<file path="src/rtl/dlfloat16_square.sv">
// DLFloat16 squarer: iterative 10-cycle shift-add multiply, two-step normalise/round, handshake out.
// Define DLF_SQ_RNE_EN for round-to-nearest-even; otherwise the result is truncated.
module dlfloat16_square (
    input  logic        clk,
    input  logic        rst_n,
    input  logic        in_valid,
    output logic        in_ready,
    input  logic [15:0] dl_in,
    output logic        out_valid,
    input  logic        out_ready,
    output logic [15:0] dl_out,
    output logic [4:0]  exception_flags
);

    typedef enum logic [1:0] {StIdle, StMul, StNorm, StDone} state_t;

    state_t      state_q, state_d;
    logic [15:0] op_q, op_d;
    logic [19:0] prod_q, prod_d;
    logic [3:0]  cnt_q, cnt_d;
    logic        phase_q, phase_d;
    logic [8:0]  e_q, e_d;
    logic [8:0]  frac_q, frac_d;
    logic        guard_q, guard_d;
    logic        sticky_q, sticky_d;
    logic [15:0] dl_out_q, dl_out_d;
    logic [4:0]  flags_q, flags_d;

    logic [9:0]  sig;
    logic        is_nan, is_zero;
    logic        round_up, inexact, ovf, unf;
    logic [9:0]  frac_sum;
    logic [8:0]  e_r, frac_r;

    assign sig     = {op_q[14:9] != 6'd0, op_q[8:0]};
    assign is_nan  = (op_q[14:9] == 6'h3F) && (op_q[8:0] == 9'h1FF);
    assign is_zero = (op_q[14:9] == 6'd0);

`ifdef DLF_SQ_RNE_EN
    assign round_up = guard_q & (sticky_q | frac_q[0]);
`else
    assign round_up = 1'b0;
`endif

    assign inexact  = guard_q | sticky_q;
    assign frac_sum = {1'b0, frac_q} + {9'd0, round_up};
    // A rounding carry out of the fraction bumps the exponent and leaves a zero fraction.
    assign e_r      = frac_sum[9] ? e_q + 9'd1 : e_q;
    assign frac_r   = frac_sum[9] ? 9'd0 : frac_sum[8:0];
    assign ovf      = ($signed(e_r) > 9'sd63) || ((e_r == 9'd63) && (frac_r == 9'h1FF));
    assign unf      = ($signed(e_r) < 9'sd1);

    always_comb begin
        state_d  = state_q;
        op_d     = op_q;
        prod_d   = prod_q;
        cnt_d    = cnt_q;
        phase_d  = phase_q;
        e_d      = e_q;
        frac_d   = frac_q;
        guard_d  = guard_q;
        sticky_d = sticky_q;
        dl_out_d = dl_out_q;
        flags_d  = flags_q;
        unique case (state_q)
            StIdle: begin
                if (in_valid) begin
                    op_d    = dl_in;
                    prod_d  = 20'd0;
                    cnt_d   = 4'd0;
                    state_d = StMul;
                end
            end
            StMul: begin
                if (sig[cnt_q]) prod_d = prod_q + ({10'd0, sig} << cnt_q);
                cnt_d = cnt_q + 4'd1;
                if (cnt_q == 4'd9) begin
                    phase_d = 1'b0;
                    state_d = StNorm;
                end
            end
            StNorm: begin
                if (!phase_q) begin
                    phase_d  = 1'b1;
                    e_d      = {2'b00, op_q[14:9], 1'b0} - 9'd31 + {8'd0, prod_q[19]};
                    frac_d   = prod_q[19] ? prod_q[18:10] : prod_q[17:9];
                    guard_d  = prod_q[19] ? prod_q[9] : prod_q[8];
                    sticky_d = prod_q[19] ? |prod_q[8:0] : |prod_q[7:0];
                end else begin
                    phase_d = 1'b0;
                    state_d = StDone;
                    if (is_nan) begin
                        dl_out_d = 16'h7FFF;
                        flags_d  = 5'b10000;
                    end else if (is_zero) begin
                        dl_out_d = 16'h0000;
                        flags_d  = 5'b00000;
                    end else if (ovf) begin
                        dl_out_d = 16'h7FFE;
                        flags_d  = 5'b01010;
                    end else if (unf) begin
                        dl_out_d = 16'h0000;
                        flags_d  = 5'b01001;
                    end else begin
                        dl_out_d = {1'b0, e_r[5:0], frac_r};
                        flags_d  = {1'b0, inexact, 3'b000};
                    end
                end
            end
            StDone: begin
                if (out_ready) state_d = StIdle;
            end
            default: state_d = StIdle;
        endcase
    end

    always_ff @(posedge clk or negedge rst_n) begin
        if (!rst_n) begin
            state_q  <= StIdle;
            op_q     <= 16'd0;
            prod_q   <= 20'd0;
            cnt_q    <= 4'd0;
            phase_q  <= 1'b0;
            e_q      <= 9'd0;
            frac_q   <= 9'd0;
            guard_q  <= 1'b0;
            sticky_q <= 1'b0;
            dl_out_q <= 16'd0;
            flags_q  <= 5'd0;
        end else begin
            state_q  <= state_d;
            op_q     <= op_d;
            prod_q   <= prod_d;
            cnt_q    <= cnt_d;
            phase_q  <= phase_d;
            e_q      <= e_d;
            frac_q   <= frac_d;
            guard_q  <= guard_d;
            sticky_q <= sticky_d;
            dl_out_q <= dl_out_d;
            flags_q  <= flags_d;
        end
    end

    assign in_ready        = (state_q == StIdle);
    assign out_valid       = (state_q == StDone);
    assign dl_out          = dl_out_q;
    assign exception_flags = flags_q;

endmodule

</file>
<file path="config.mk">
export PLATFORM = sky130hd
export DESIGN_NAME = dlfloat16_square
export DESIGN_NICKNAME = d
export VERILOG_FILES = /design/src/rtl/dlfloat16_square.sv
export SDC_FILE = /design/constraint.sdc
export NUM_CORES = 1
export LEC_CHECK = 0
export CAP_MARGIN = 20
export CORE_ASPECT_RATIO = 1.1
export CORE_MARGIN = 4
export CORE_UTILIZATION = 50
export CTS_BUF_LIST = sky130_fd_sc_hd__clkbuf_2
export DETAILED_ROUTE_END_ITERATION = 8
export PLACE_DENSITY = 0.82
export SETUP_SLACK_MARGIN = 0.02
export SLEW_MARGIN = 20
export SYNTH_ARGS = -nofsm -noshare
export SYNTH_HDL_FRONTEND = slang
export SYNTH_SLANG_ARGS = --single-unit
</file>
<file path="constraint.sdc">
create_clock -name clk -period 3.8 [get_ports clk]
set_input_delay 0.95 -clock clk [delete_from_list [all_inputs] [get_ports clk]]
set_output_delay 0.95 -clock clk [all_outputs]
set_load 0.05 [all_outputs]
</file>
After elaboration in Yosys (flattened, before gate mapping)
Cells that the tools add are included.
Word-level totals
  register bits after elaboration: 83
  input port bits: 20
  output and inout bits: 23
  logic and storage cells: 77
Operators by class
  $add $sub $neg: 4
  order comparisons: 3
  equal/unequal tests: 13
  shift operators: 1
  mux-type cells: 26
  bitwise gates (word level): 2
  reduce and logical (&&, ||, !) cells: 17
Operators by type and width (number)
  15-bit two-way mux: 4
  20-bit two-way mux: 2
  20-bit one-hot mux with 2 select lines: 1
  20-bit adder: 1
  10-bit by 4-bit << shifter with 20-bit output: 1
  9-bit equality test (second input constant): 2
  4-bit two-way mux: 4
  2-bit AND reduction: 5
  8-bit by 2-bit adder with 9-bit output: 1
  9-bit by 6-bit equality test with 1-bit output (second input constant): 1
  9-bit by 7-bit > comparator with 1-bit output (second input constant): 1
  9-bit by 2-bit < comparator with 1-bit output (second input constant): 1
  9-bit two-way mux: 1
  9-bit OR reduction: 1
  2-bit two-way mux: 4
  2-bit != test (second input constant): 4
  2-bit one-hot mux with 4 select lines: 1
  4-bit one-hot mux with 2 select lines: 1
  8-bit OR reduction: 1
  7-bit by 5-bit subtractor with 8-bit output (second input constant): 1
  6-bit equality test (second input constant): 1
  6-bit logical NOT: 1
  6-bit nonzero test: 1
  4-bit by 5-bit < comparator with 1-bit output (second input constant): 1
  17 further kinds: 24

Longest topological paths before layout
  word-level depth: 6
  gate-level depth with buffers: 17
  gate-level depth less buffers: 17

Worst setup path before layout
Ideal clock, no wire load.
  kind: register to register
  from: reg cnt_q[1]
  to: reg prod_q[19]
  data arrival time: 3007 ps
  required time: 3731 ps
  slack: 724 ps
  cell stages (with the launch flop): 16
  clock period less this slack: 3076 ps
  path through: dfrtp_1 buf_2 buf_1 mux2i_1 nand2_1 nand2_1 nor2_1 a21oi_1 o22ai_1 ha_1 nand2_1 or3_1 o21ai_1 a21oi_1 or3_1 nand3_1
On the way
  word-level cells in the longest chain between the ends: 4
RTL lines
  start: declaration: RTL line 20  | logic [3:0] cnt_q, cnt_d;
  start signal: assignment: RTL line 134  | cnt_q <= cnt_d;
  10-bit by 4-bit << shifter with 20-bit output / 1-bit binary-select mux with 4-bit select (equally long branches): RTL line 75  | if (sig[cnt_q]) prod_d = prod_q + ({10'd0, sig} << cnt_q);
  20-bit adder / 1-bit two-way mux (equally long branches): RTL line 75
  20-bit two-way mux / 2-bit != test (equally long branches)
  20-bit one-hot mux with 2 select lines / 3-bit AND reduction (equally long branches)
  end signal: assignment: RTL line 133  | prod_q <= prod_d;
  end: declaration: RTL line 19  | logic [19:0] prod_q, prod_d;
Several ways; a longest one is shown, not always the timed one. The select of a mux whose other input is x is not followed.
A chain may end at the register's enable or synchronous reset.

Worst setup path in the final report
  from: reg op_q[10]
  to: reg prod_q[19]
On the way
  word-level cells in the longest chain between the ends: 5
RTL lines
  start: declaration: RTL line 18  | logic [15:0] op_q, op_d;
  start signal: assignment: RTL line 132  | op_q <= op_d;
  6-bit nonzero test (*): RTL line 35  | assign sig = {op_q[14:9] != 6'd0, op_q[8:0]};
  10-bit by 4-bit << shifter with 20-bit output / 1-bit binary-select mux with 4-bit select (equally long branches): RTL line 75
  20-bit adder / 1-bit two-way mux (equally long branches): RTL line 75
  20-bit two-way mux / 2-bit != test (equally long branches)
  20-bit one-hot mux with 2 select lines / 3-bit AND reduction (equally long branches)
Mark *: on every way between the ends. The rest lies on a longest branch, timed or not. The select of a mux whose other input is x is not followed.

==> results.json <==
{
  "drt_iter0_markers": 331,
  "synth.cell_area_sq_mm": 0.00504,
  "die_w_microns": 104,
  "setup_viol": 0,
  "fin_worst_skew_ns": 0.0380,
  "yosys_register_bits": 81,
  "drt-total-wl_mm": 11.1,
  "drv_cap": 0,
  "drtAntennaViolNets": 0,
  "vias": 4204,
  "yosys.area.top_type": "dfrtp_1",
  "period_needed_ns": 3.49,
  "cp_cell_sequence": "or3_1, nor3_2, o21ai_1, nand2_1, o21ai_1, o21ai_0, o22ai_1, ha_1, a211oi_1, o21ai_0, o211ai_1, o21ai_0, a21oi_1, or3_1, nand3_1",
  "numCtsBuffers": 9,
  "synth.avg_cell_area_sq_um": 8.94,
  "p_clk_frac": 0.086,
  "hold_class": "input port to asynchronous set/reset pin",
  "synth_top_area_frac": 0.402,
  "ir_worst_vdd_uv": 397,
  "clockBufferDepth": 2,
  "sw_frac_of_total": 0.509,
  "synth.distinct_cells": 53,
  "routabilityCongestion": 0.913,
  "root_buffer": "clkbuf_2",
  "rsz0062_at_grt": "false",
  "combPwrFrac": 0.610,
  "rows": 38,
  "p_leak_nw": 2.37,
  "r2r_start": "op_q[10]",
  "slew_headroom": 0.437,
  "fp.dieArea_sq_mm": 0.0118,
  "p_seq_frac": 0.304,
  "remaining_drc_errors": 0,
  "ys_seq_area_frac": 0.402,
  "ys.flop_type": "dfrtp_1",
  "crit_family": "compound AO/OA/AOI/OAI gates",
  "tns_ns": 0,
  "io_buffers": 39,
  "fmax_ghz": 0.287,
  "worst_path_max_delay_cell": "dfrtp_1",
  "crit_arrival_ns": 3.97,
  "drive_gt1_frac": 0.0902,
  "synth_edf_count": 0,
  "via_per_inst": 5.85,
  "synthCells": 564,
  "cellInternalPower_mw": 2.54,
  "powerDensity_mw_per_mm2": 919,
  "post_cts_buffers": 0,
  "io_pins": 43,
  "synth.area.top_cells": "dfrtp_1 (40%), ha_1 (7.4%), nand2_1 (6.0%)",
  "path_common_cell": "o21ai_0",
  "drv_slew": 0,
  "status": "finished clean",
  "grt_max_degree": 82,
  "design_area_sq_mm": 0.00563,
  "overflow": 0,
  "grt_usage": 0.198,
  "cts_max_level": 3,
  "final_nets": 645,
  "clk_latency_ns": 0.59,
  "start_kind": "flip-flop",
  "end_kind": "flip-flop",
  "critPathRequiredTime_ns": 4.28,
  "cts_resized": 0,
  "tightest_slew_ns": 0.842,
  "yosysWarnings": 0,
  "wl_per_cell_microns": 15.4,
  "grt_pass1_wl_mm": 19.2,
  "drt_pre_antenna_iters": 6,
  "path_clk_slew_ns": 0.28,
  "r2r_setup_slack_ns": 0.31,
  "path_class": "flip-flop to flip-flop",
  "syn2layout_area_growth_pct": 11.6,
  "initial_core_util": 0.513,
  "cts.sinks": 81,
  "power_switching_mw": 2.63,
  "core_sq_mm": 0.00984,
  "crit_fanout": 6,
  "dp_hpwl_mm": 8.34,
  "grt_pass1_vias": 4155,
  "final_hold_viol_count": 0,
  "place_area_sq_mm": 0.00551,
  "startpoint": "op_q[10]",
  "crit_buf_inv": 0,
  "synthArstFlopShare": 1.00,
  "dieHeight_microns": 113,
  "reg2reg_to": "prod_q[19]",
  "finalCritPeriodShare": 0.918,
  "cpPeakStageDelay_ns": 0.50,
  "num_antenna_cells": 0,
  "cts_tree": "done",
  "antenna_found_initial": 0,
  "worst-r2r-cell-count": 15,
  "postCtsHoldBufs": 0
}
==> how the worst max path moves through the flow <==
stage | endpoint | slack [ns] | cells after the start
5_1_grt | prod_q[18] | 0.11 | 14
6_report | prod_q[19] | 0.31 | 15
3_5_place_dp | prod_q[19] | 0.42 | 14
2_1_floorplan | prod_q[19] | 0.72 | 15
3_3_place_gp | prod_q[19] | 0.47 | 14
4_1_cts | prod_q[19] | 0.34 | 14
==> metal layers <==
layer	track usage	routed length, microns
met5	0	0
met4	0.0824	287
met3	0.0496	601
met2	0.336	5460
met1	0.243	4730
==> cells by family (layout without fill, tap and decap cells) <==
logic type                 count (synthesis)  in the layout  share of synthesized area
and+or+nand+nor                          177            177                      0.160
AOI/OAI and AO/OA                        165            165                      0.192
DFF                                       81             81                      0.402
buffers and inverters                     47             81                     0.0394
muxes                                     39             39                     0.0878
adders and majority gates                 31             31                     0.0784
xor gates and xnor gates                  23             23                     0.0399
other                                      1              2                   0.000743
==> area by class of cell <==
| class | count | area (sq um) |
|---|---|---|
| Sequential cell | 81 | 2030 |
| Clock buffer | 9 | 45.0 |
| Multi-Input combinational cell | 437 | 2830 |
| Tap cell | 120 | 150 |
| Clock inverter | 7 | 61.3 |
| Fill cell | 852 | 4210 |
| Timing Repair Buffer | 46 | 444 |
| Inverter | 19 | 73.8 |
==> power groups by stage <==
| stage | clock network, mW | registers, mW | logic, mW |
|---|---|---|---|
| after global routing | 0.499 | 1.63 | 3.51 |
| after CTS | 0.458 | 1.57 | 3.14 |
| after detailed placement | 0 | 1.59 | 3.13 |
| final | 0.446 | 1.57 | 3.16 |
| after floorplan | 0 | 1.82 | 2.10 |
| after global placement | 0 | 1.57 | 3.01 |
==> sequential cells by signal, indices dropped and copies added (netlist names), 2 cells and up <==
register and flops:
exception_flags 4, cnt_q 4, op_q 15, e_q 9, prod_q 20, frac_q 9, state_q 2, dl_out 15
==> worst register-to-register path: cells and delay by family (launching register included) <==
kind                       cells  cell delay (ns)
AOI/OAI and AO/OA              9             1.65
and+or+nand+nor                5             0.85
DFF                            1             0.50
adders and majority gates      1             0.40
==> through the flow <==
step | util | hold WS [ns] | total power [mW] | cells | setup slack (ns)
finish | 0.572 | 0.362 | 5.17 | 719 | 0.312
global route | 0.572 | 0.346 | 5.63 | 719 | 0.111
CTS | 0.571 | 0.492 | 5.17 | 719 | 0.343
detailed placement | 0.560 | 0.469 | 4.72 | 703 | 0.417
global placement | 0.560 | 0.466 | 4.58 | 703 | 0.474
floorplan | - | 0.450 | 3.92 | 565 | 0.724
==> cells in the mapped netlist, types with 6 or more instances <==
cell type / n
o21ai_1: 32
nand4_1: 8
ha_1: 30
dfrtp_1: 81
xor2_1: 14
o21a_1: 9
nor2_1: 32
o21ai_0: 54
inv_1: 17
a21oi_1: 31
or3_1: 6
nor3_1: 6
xnor2_1: 9
mux2i_1: 18
clkbuf_1: 17
mux2_2: 19
nand3_1: 20
nand2_1: 80
nor4_1: 6
==> placed cells by master, fill, tap and decap left out, types with 3 or more instances in the layout <==
| master | n |
|---|---|
| a211oi_1 | 3 |
| a21o_1 | 4 |
| a21oi_1 | 31 |
| a22o_1 | 5 |
| a31oi_1 | 4 |
| and2_1 | 3 |
| buf_4 | 7 |
| clkbuf_2 | 9 |
| clkdlybuf4s50_1 | 38 |
| dfrtp_1 | 80 |
| ha_1 | 30 |
| inv_1 | 17 |
| mux2_2 | 19 |
| mux2i_1 | 18 |
| nand2_1 | 80 |
| nand2b_1 | 4 |
| nand3_1 | 20 |
| nand4_1 | 8 |
| nor2_1 | 32 |
| nor2b_1 | 5 |
| nor3_1 | 6 |
| nor4_1 | 6 |
| o211ai_1 | 5 |
| o21a_1 | 9 |
| o21ai_0 | 54 |
| o21ai_1 | 31 |
| o21bai_1 | 3 |
| o22ai_1 | 5 |
| or3_1 | 6 |
| xnor2_1 | 9 |
| xor2_1 | 14 |
Power figures use the tool's default switching activity.
